`config.mk`:
```
export PLATFORM = sky130hd
export DESIGN_NAME = sfx_arbiter
export DESIGN_NICKNAME = d
export VERILOG_FILES = /design/src/rtl/sfx_arbiter.sv
export SDC_FILE = /design/constraint.sdc
export NUM_CORES = 1
export LEC_CHECK = 0
export ABC_AREA = 1
export CAP_MARGIN = 10
export CORE_AREA = 2 2 106 108
export CTS_CLUSTER_DIAMETER = 100
export CTS_CLUSTER_SIZE = 20
export DETAILED_ROUTE_END_ITERATION = 6
export DIE_AREA = 0 0 108 110
export GPL_TIMING_DRIVEN = 0
export PLACE_DENSITY = 0.74
export SLEW_MARGIN = 20
export SYNTH_ARGS = -nofsm -noshare
export SYNTH_HDL_FRONTEND = slang
export SYNTH_SLANG_ARGS = --single-unit
export TNS_END_PERCENT = 5
```
`constraint.sdc`:
```
create_clock -name clk -period 4.8 [get_ports clk]
set_input_delay 0.96 -clock clk [delete_from_list [all_inputs] [get_ports clk]]
set_output_delay 0.96 -clock clk [all_outputs]
set_load 0.05 [all_outputs]
```
`src/rtl/sfx_arbiter.sv`:
```
// sfx_arbiter: shares one speaker pin between the background-music generator
// and four fixed square-wave sound effects. Music is paused (frozen via
// music_enable) while an effect plays and resumes afterwards. Effect
// requests are latched in a pending register and served by fixed priority,
// bit 0 highest. A running effect is never preempted.
module sfx_arbiter #(
    parameter int PRESCALE   = 64,
    parameter int NOTE_TICKS = 4_000_000,
    parameter int GAP_TICKS  = 1_000_000
) (
    input  logic       clk,
    input  logic       rst_n,
    input  logic       music_req,
    input  logic [3:0] sfx_req,
    input  logic       music_speaker,
    output logic       music_enable,
    output logic       speaker,
    output logic [3:0] sfx_grant,
    output logic       sfx_busy,
    output logic       sfx_done
);

    typedef enum logic [1:0] {
        ST_IDLE  = 2'd0,
        ST_MUSIC = 2'd1,
        ST_PLAY  = 2'd2,
        ST_GAP   = 2'd3
    } state_t;

    // Prescale counter width; a prescale of 1 still needs a 1-bit counter.
    localparam int PW = (PRESCALE > 1) ? $clog2(PRESCALE) : 1;

    localparam logic [PW-1:0] PRE_LAST  = PW'(PRESCALE - 1);
    localparam logic [31:0]   NOTE_LAST = 32'(NOTE_TICKS - 1);
    localparam logic [31:0]   GAP_LAST  = 32'(GAP_TICKS - 1);

    // Half-period divider for a given effect (one-hot grant) and note index.
    function automatic logic [8:0] note_divider(input logic [3:0] grant,
                                                input logic [1:0] note);
        logic [8:0] div;
        case (grant)
            4'b0001: begin
                case (note)
                    2'd0:    div = 9'd341;
                    2'd1:    div = 9'd270;
                    2'd2:    div = 9'd341;
                    2'd3:    div = 9'd270;
                    default: div = 9'd341;
                endcase
            end
            4'b0010: begin
                case (note)
                    2'd0:    div = 9'd270;
                    2'd1:    div = 9'd303;
                    2'd2:    div = 9'd341;
                    2'd3:    div = 9'd383;
                    default: div = 9'd270;
                endcase
            end
            4'b0100: begin
                case (note)
                    2'd0:    div = 9'd511;
                    2'd1:    div = 9'd430;
                    2'd2:    div = 9'd361;
                    2'd3:    div = 9'd303;
                    default: div = 9'd511;
                endcase
            end
            4'b1000: begin
                case (note)
                    2'd0:    div = 9'd383;
                    2'd1:    div = 9'd430;
                    2'd2:    div = 9'd482;
                    2'd3:    div = 9'd511;
                    default: div = 9'd383;
                endcase
            end
            default: div = 9'd341;
        endcase
        return div;
    endfunction

    // Fixed-priority pick: one-hot of the lowest set bit, zero if none.
    function automatic logic [3:0] lowest_one(input logic [3:0] req);
        logic [3:0] pick;
        if (req[0]) begin
            pick = 4'b0001;
        end else if (req[1]) begin
            pick = 4'b0010;
        end else if (req[2]) begin
            pick = 4'b0100;
        end else if (req[3]) begin
            pick = 4'b1000;
        end else begin
            pick = 4'b0000;
        end
        return pick;
    endfunction

    state_t        state_r, state_s;
    logic [3:0]    pending_r, pending_s;
    logic [3:0]    clear_s;
    logic [3:0]    grant_r, grant_s;
    logic [31:0]   note_cnt_r, note_cnt_s;
    logic [1:0]    note_idx_r, note_idx_s;
    logic [31:0]   gap_cnt_r, gap_cnt_s;
    logic [PW-1:0] pre_r, pre_s;
    logic [8:0]    hp_r, hp_s;
    logic [8:0]    div_s;
    logic          sq_r, sq_s;
    logic          eval_s;
    logic          done_s;

    logic          music_enable_r, music_enable_s;
    logic          speaker_r, speaker_s;
    logic          busy_r, busy_s;
    logic          done_r;

    assign div_s = note_divider(grant_r, note_idx_r);

    // Next-state logic: sequencing of notes/gap, tone counters and grant decision.
    always_comb begin
        state_s    = state_r;
        grant_s    = grant_r;
        clear_s    = 4'b0000;
        note_cnt_s = note_cnt_r;
        note_idx_s = note_idx_r;
        gap_cnt_s  = gap_cnt_r;
        pre_s      = pre_r;
        hp_s       = hp_r;
        sq_s       = sq_r;
        eval_s     = 1'b0;
        done_s     = 1'b0;

        case (state_r)
            ST_IDLE, ST_MUSIC: begin
                eval_s = 1'b1;
            end
            ST_PLAY: begin
                // Tone: prescaler counts up, half-period counter counts down
                // once per prescaler wrap; toggle when both reach zero.
                if (pre_r == PRE_LAST) begin
                    pre_s = {PW{1'b0}};
                    if (hp_r == 9'd0) begin
                        hp_s = div_s - 9'd1;
                    end else begin
                        hp_s = hp_r - 9'd1;
                    end
                end else begin
                    pre_s = pre_r + {{(PW-1){1'b0}}, 1'b1};
                    hp_s  = hp_r;
                end
                if ((pre_s == {PW{1'b0}}) && (hp_s == 9'd0)) begin
                    sq_s = ~sq_r;
                end else begin
                    sq_s = sq_r;
                end
                // Note boundary: restart tone from a clean low phase.
                if (note_cnt_r == NOTE_LAST) begin
                    note_cnt_s = 32'd0;
                    pre_s      = {PW{1'b0}};
                    hp_s       = 9'd0;
                    sq_s       = 1'b0;
                    if (note_idx_r == 2'd3) begin
                        note_idx_s = 2'd0;
                        gap_cnt_s  = 32'd0;
                        done_s     = 1'b1;
                        state_s    = ST_GAP;
                    end else begin
                        note_idx_s = note_idx_r + 2'd1;
                    end
                end else begin
                    note_cnt_s = note_cnt_r + 32'd1;
                end
            end
            ST_GAP: begin
                if (gap_cnt_r == GAP_LAST) begin
                    eval_s = 1'b1;
                end else begin
                    gap_cnt_s = gap_cnt_r + 32'd1;
                end
            end
            default: begin
                state_s = ST_IDLE;
                grant_s = 4'b0000;
            end
        endcase

        // Decision point: pending effects take precedence over music.
        if (eval_s) begin
            if (pending_r != 4'b0000) begin
                state_s    = ST_PLAY;
                grant_s    = lowest_one(pending_r);
                clear_s    = grant_s;
                note_cnt_s = 32'd0;
                note_idx_s = 2'd0;
                gap_cnt_s  = 32'd0;
                pre_s      = {PW{1'b0}};
                hp_s       = 9'd0;
                sq_s       = 1'b0;
            end else if (music_req) begin
                state_s = ST_MUSIC;
                grant_s = 4'b0000;
            end else begin
                state_s = ST_IDLE;
                grant_s = 4'b0000;
            end
        end else begin
            clear_s = 4'b0000;
        end
    end

    // Pending latch: a new request wins over a same-cycle grant clear.
    always_comb begin
        pending_s = (pending_r & ~clear_s) | sfx_req;
    end

    // Next values of the registered outputs, derived from the next state.
    always_comb begin
        music_enable_s = 1'b0;
        speaker_s      = 1'b0;
        busy_s         = 1'b0;
        case (state_s)
            ST_MUSIC: begin
                music_enable_s = 1'b1;
                speaker_s      = music_speaker;
            end
            ST_PLAY: begin
                speaker_s = sq_s;
                busy_s    = 1'b1;
            end
            ST_GAP: begin
                busy_s = 1'b1;
            end
            ST_IDLE: begin
                speaker_s = 1'b0;
            end
            default: begin
                speaker_s = 1'b0;
            end
        endcase
    end

    // State, counters, pending latch and tone register.
    always_ff @(posedge clk or negedge rst_n) begin
        if (!rst_n) begin
            state_r    <= ST_IDLE;
            pending_r  <= 4'b0000;
            grant_r    <= 4'b0000;
            note_cnt_r <= 32'd0;
            note_idx_r <= 2'd0;
            gap_cnt_r  <= 32'd0;
            pre_r      <= {PW{1'b0}};
            hp_r       <= 9'd0;
            sq_r       <= 1'b0;
        end else begin
            state_r    <= state_s;
            pending_r  <= pending_s;
            grant_r    <= grant_s;
            note_cnt_r <= note_cnt_s;
            note_idx_r <= note_idx_s;
            gap_cnt_r  <= gap_cnt_s;
            pre_r      <= pre_s;
            hp_r       <= hp_s;
            sq_r       <= sq_s;
        end
    end

    // Output registers.
    always_ff @(posedge clk or negedge rst_n) begin
        if (!rst_n) begin
            music_enable_r <= 1'b0;
            speaker_r      <= 1'b0;
            busy_r         <= 1'b0;
            done_r         <= 1'b0;
        end else begin
            music_enable_r <= music_enable_s;
            speaker_r      <= speaker_s;
            busy_r         <= busy_s;
            done_r         <= done_s;
        end
    end

    assign music_enable = music_enable_r;
    assign speaker      = speaker_r;
    assign sfx_grant    = grant_r;
    assign sfx_busy     = busy_r;
    assign sfx_done     = done_r;

endmodule

```
==> impl_results.md <==
- Status: complete, no violations
- Sw frac: 24.5%
- CP max stage cell: dfrtp_1
- Tcrit/Tclk final: 61.8%
- Met2 WL: between 6000 and 7000 um
- Die area: 0.0119 mm2
- Number of global-route vias before repair: between 4000 and 5000
- Dominant cell type by area after synthesis: dfrtp_1
- Critical Path RT: between 5 and 6 ns
- Crit path time final: about 3 ns
- Wire per inst: about 14 um
- Dpl hpwl: between 9000 and 10000 um
- Hold Crit Class: in -> async
- Mapped Avg Cell Area: 7.42 um2
- Element type at the critical path end: register
- Initial DRC count: 356
- Remaining DRCs: 0
- WL met3: about 490 um
- Internal: about 1100 uW
- Yosys cell types: 42
- Worst hold margin: 0.421 ns
- Sequential area share after synthesis: 41.7%
- Setup violators final: 0
- Cells along the critical path: inv_1, ha_1, nor2_1, nand3_1, nand2_1, nor2_1, nand2_1, nand2_1, ha_1, nand2_1, o21ai_0, nand3_1, nor2_1, nand2_1, nor2_1, nand3_1, nor2_1, nand3_1, nand2_1, nand4_1, a21oi_1
- H-tree Lvls: 3
- Max-Cap Viols: 0
- Worst path top cell family by delay: simple AND/OR/NAND/NOR gates
- Final instance area: ~0.0063 mm2
- CTS sink cnt: between 90 and 100
- Grt ovf: 0
- I/O pins: 16
- Synth Flop Type: dfrtp_1
- Setup Skew: roughly 0.021 ns
- Worst setup SP type: register
- Final Hold Vio Count: 0
- Post-Synthesis Cells: around 780
- Crit path top cell by count: nand2_1
- Initial Util: a little over half
- Sequential Power Share: between 50% and 60%
- Port bufs: 15
- Worst-Margin Slew: 0.801 ns
- Leakage: slightly below 0.003 uW
- Fmax: 337 MHz
- Share of the synthesized area in the top cell type: about two fifths
- CP max FO: 6
- Clock-pin slew on the worst setup and hold paths: roughly 0.11 ns
- Area Overhead vs Synth: 9.52%
- Root Driver: clkbuf_8
- Total power: 1420 uW
- Worst Path Class, Setup: reg -> reg
- Count leader, synth: nand2_1
- Top post-synthesis cells by area: dfrtp_1, nand2_1, nor2_1
- Final wirelength: roughly 13000 um
- Syn_nets: about 800
- Chip width: between 100 and 150 um
- Pin count of the biggest net entering global routing: 70
- Layout cells sized above 1: under 10%
- Fin. max-slew vios: 0
- CTS tree: done
- Flops & latches, synth: between 90 and 100
- Clk pwr share: a little under two fifths
- Vias per inst: ~5.4
- Synth async-reset ratio: 100%
- RSZ-0062 raised after global routing: no
- Post-synth top cells: nand2_1, nor2_1, inv_1
- Post-CTS sizing: 0
- Logic pwr share: ~4.7%
- Mapped Area: 0.00576 mm2
- Worst reg2reg path depth: 21
- Worst path arrival time: approximately 3.3 ns
- Core area: 0.0107 mm2
- M1 WL: 6310 um
- Via count: 5067
- Routed Antenna Nets: 0
- GP Congestion: 0.844
- Worst skew pair latency: ~0.40 ns
- Area after DPL: around 0.0061 mm2
- Initial antenna violation count: 0
- GRT Util Overall: a little under a quarter
- Antenna cells: 0
- P_sw: around 350 uW
- Die height: 110 um
- CTS Buf Count: 9
- Cts hold-fix bufs: 0
- Yosys warns: 0
- Placement Rows: 38
- Worst vdd ir: about 0.23 mV
- Post-synth EDFFs: 0
- Post-CTS Setup Bufs: 0
- Critical path buffers and inverters: 1
- DRT Pass-1 Iters: 6
- First-pass GRT wire length: approximately 22000 um
- Clock buffer depth: 2
- Nets: roughly 830
- Max-slew headroom: 46.4%
- DR top layer: met4
- Critical Path Max Stage Delay: roughly 0.45 ns
- Power Density: about 220 mW/mm2
- Crit path depth: 21
## path summary, 6_finish.rpt
path	slack (ns)	endpoint	start
setup / recovery	1.83	speaker	note_idx_r[1]
hold / removal	0.42	gap_cnt_r[11]	rst_n
setup reg to reg	1.83	speaker	note_idx_r[1]
hold reg to reg	0.49	gap_cnt_r[21]	gap_cnt_r[21]
max in group asynchronous	3.76	hp_r[8]	rst_n
min in group clk	0.49	gap_cnt_r[21]	gap_cnt_r[21]
## cells in the final DEF (no fill, tap or decap), types with 5 or more instances in the layout
cell type	synthesis	routed
nand2_1	155	155
nor2_1	113	113
inv_1	109	109
dfrtp_1	96	96
nand3_1	42	42
a21oi_1	39	39
nor3_1	38	38
o21ai_0	23	23
xor2_1	14	14
ha_1	14	14
clkdlybuf4s50_1	0	14
nand4_1	13	13
nor2_2	12	12
inv_2	10	10
nand2_2	10	10
o22ai_1	9	9
clkbuf_8	0	9
nor4_1	8	8
clkbuf_1	6	6
nor2_4	5	5
o21a_1	5	5
xnor2_1	5	5
## per-stage QoR
stage | setup slack [ns] | TNS (ns) | util, % | cells
floorplan | 2.15 | 0 | - | 776
finish | 1.83 | 0 | 59.0 | 947
global placement | -0.769 | -73.02 | 56.9 | 931
global route | 1.49 | 0 | 59.0 | 947
detailed placement | 1.88 | 0 | 57.1 | 932
CTS | 1.85 | 0 | 59.0 | 947
## flip-flops by register name (all words and copies together), names as in the netlist
| name | cells |
|---|---|
| note_cnt_r | 32 |
| sfx_busy | 1 |
| sfx_done | 1 |
| state_r | 2 |
| pre_r | 6 |
| sq_r | 1 |
| sfx_grant | 4 |
| speaker | 1 |
| pending_r | 4 |
| hp_r | 9 |
| note_idx_r | 2 |
| gap_cnt_r | 32 |
| music_enable | 1 |
## power by group through the flow
stage | Combinational, uW | Clock (uW) | Sequential, uW
6_report | 66.0 | 540 | 812
5_1_grt | 74.7 | 587 | 812
4_1_cts | 67.1 | 551 | 812
3_5_place_dp | 66.9 | 0 | 828
3_3_place_gp | 63.1 | 0 | 828
2_1_floorplan | 27.4 | 0 | 833
## final cells by class
| cell class | count | area [um2] |
|---|---|---|
| repair buffers | 16 | 179 |
| fillers | 1011 | 4390 |
| inverters | 119 | 447 |
| well taps | 140 | 175 |
| plain buffers | 11 | 50.0 |
| clock buffers | 9 | 124 |
| clock inverters | 6 | 70.1 |
| flip-flops and latches | 96 | 2400 |
| multi-input cells | 550 | 2860 |
## kinds of logic (layout without fill, tap and decap cells)
group | Yosys count | in the layout | synth area share [%]
AOI/OAI and AO/OA | 102 | 102 | 10.7
buffers and inverters | 130 | 161 | 8.62
xor gates and xnor gates | 19 | 19 | 2.89
DFF | 96 | 96 | 41.7
adders and majority gates | 14 | 14 | 3.04
and+or+nand+nor | 415 | 415 | 33.0
## metal layers
metal  GRT usage, %  vias up
li1               -     2566
met2           37.8       87
met1           31.6     2397
met3           6.17       17
met4           6.32        0
met5              0        -
No activity file was read; power rests on OpenSTA's default activity.
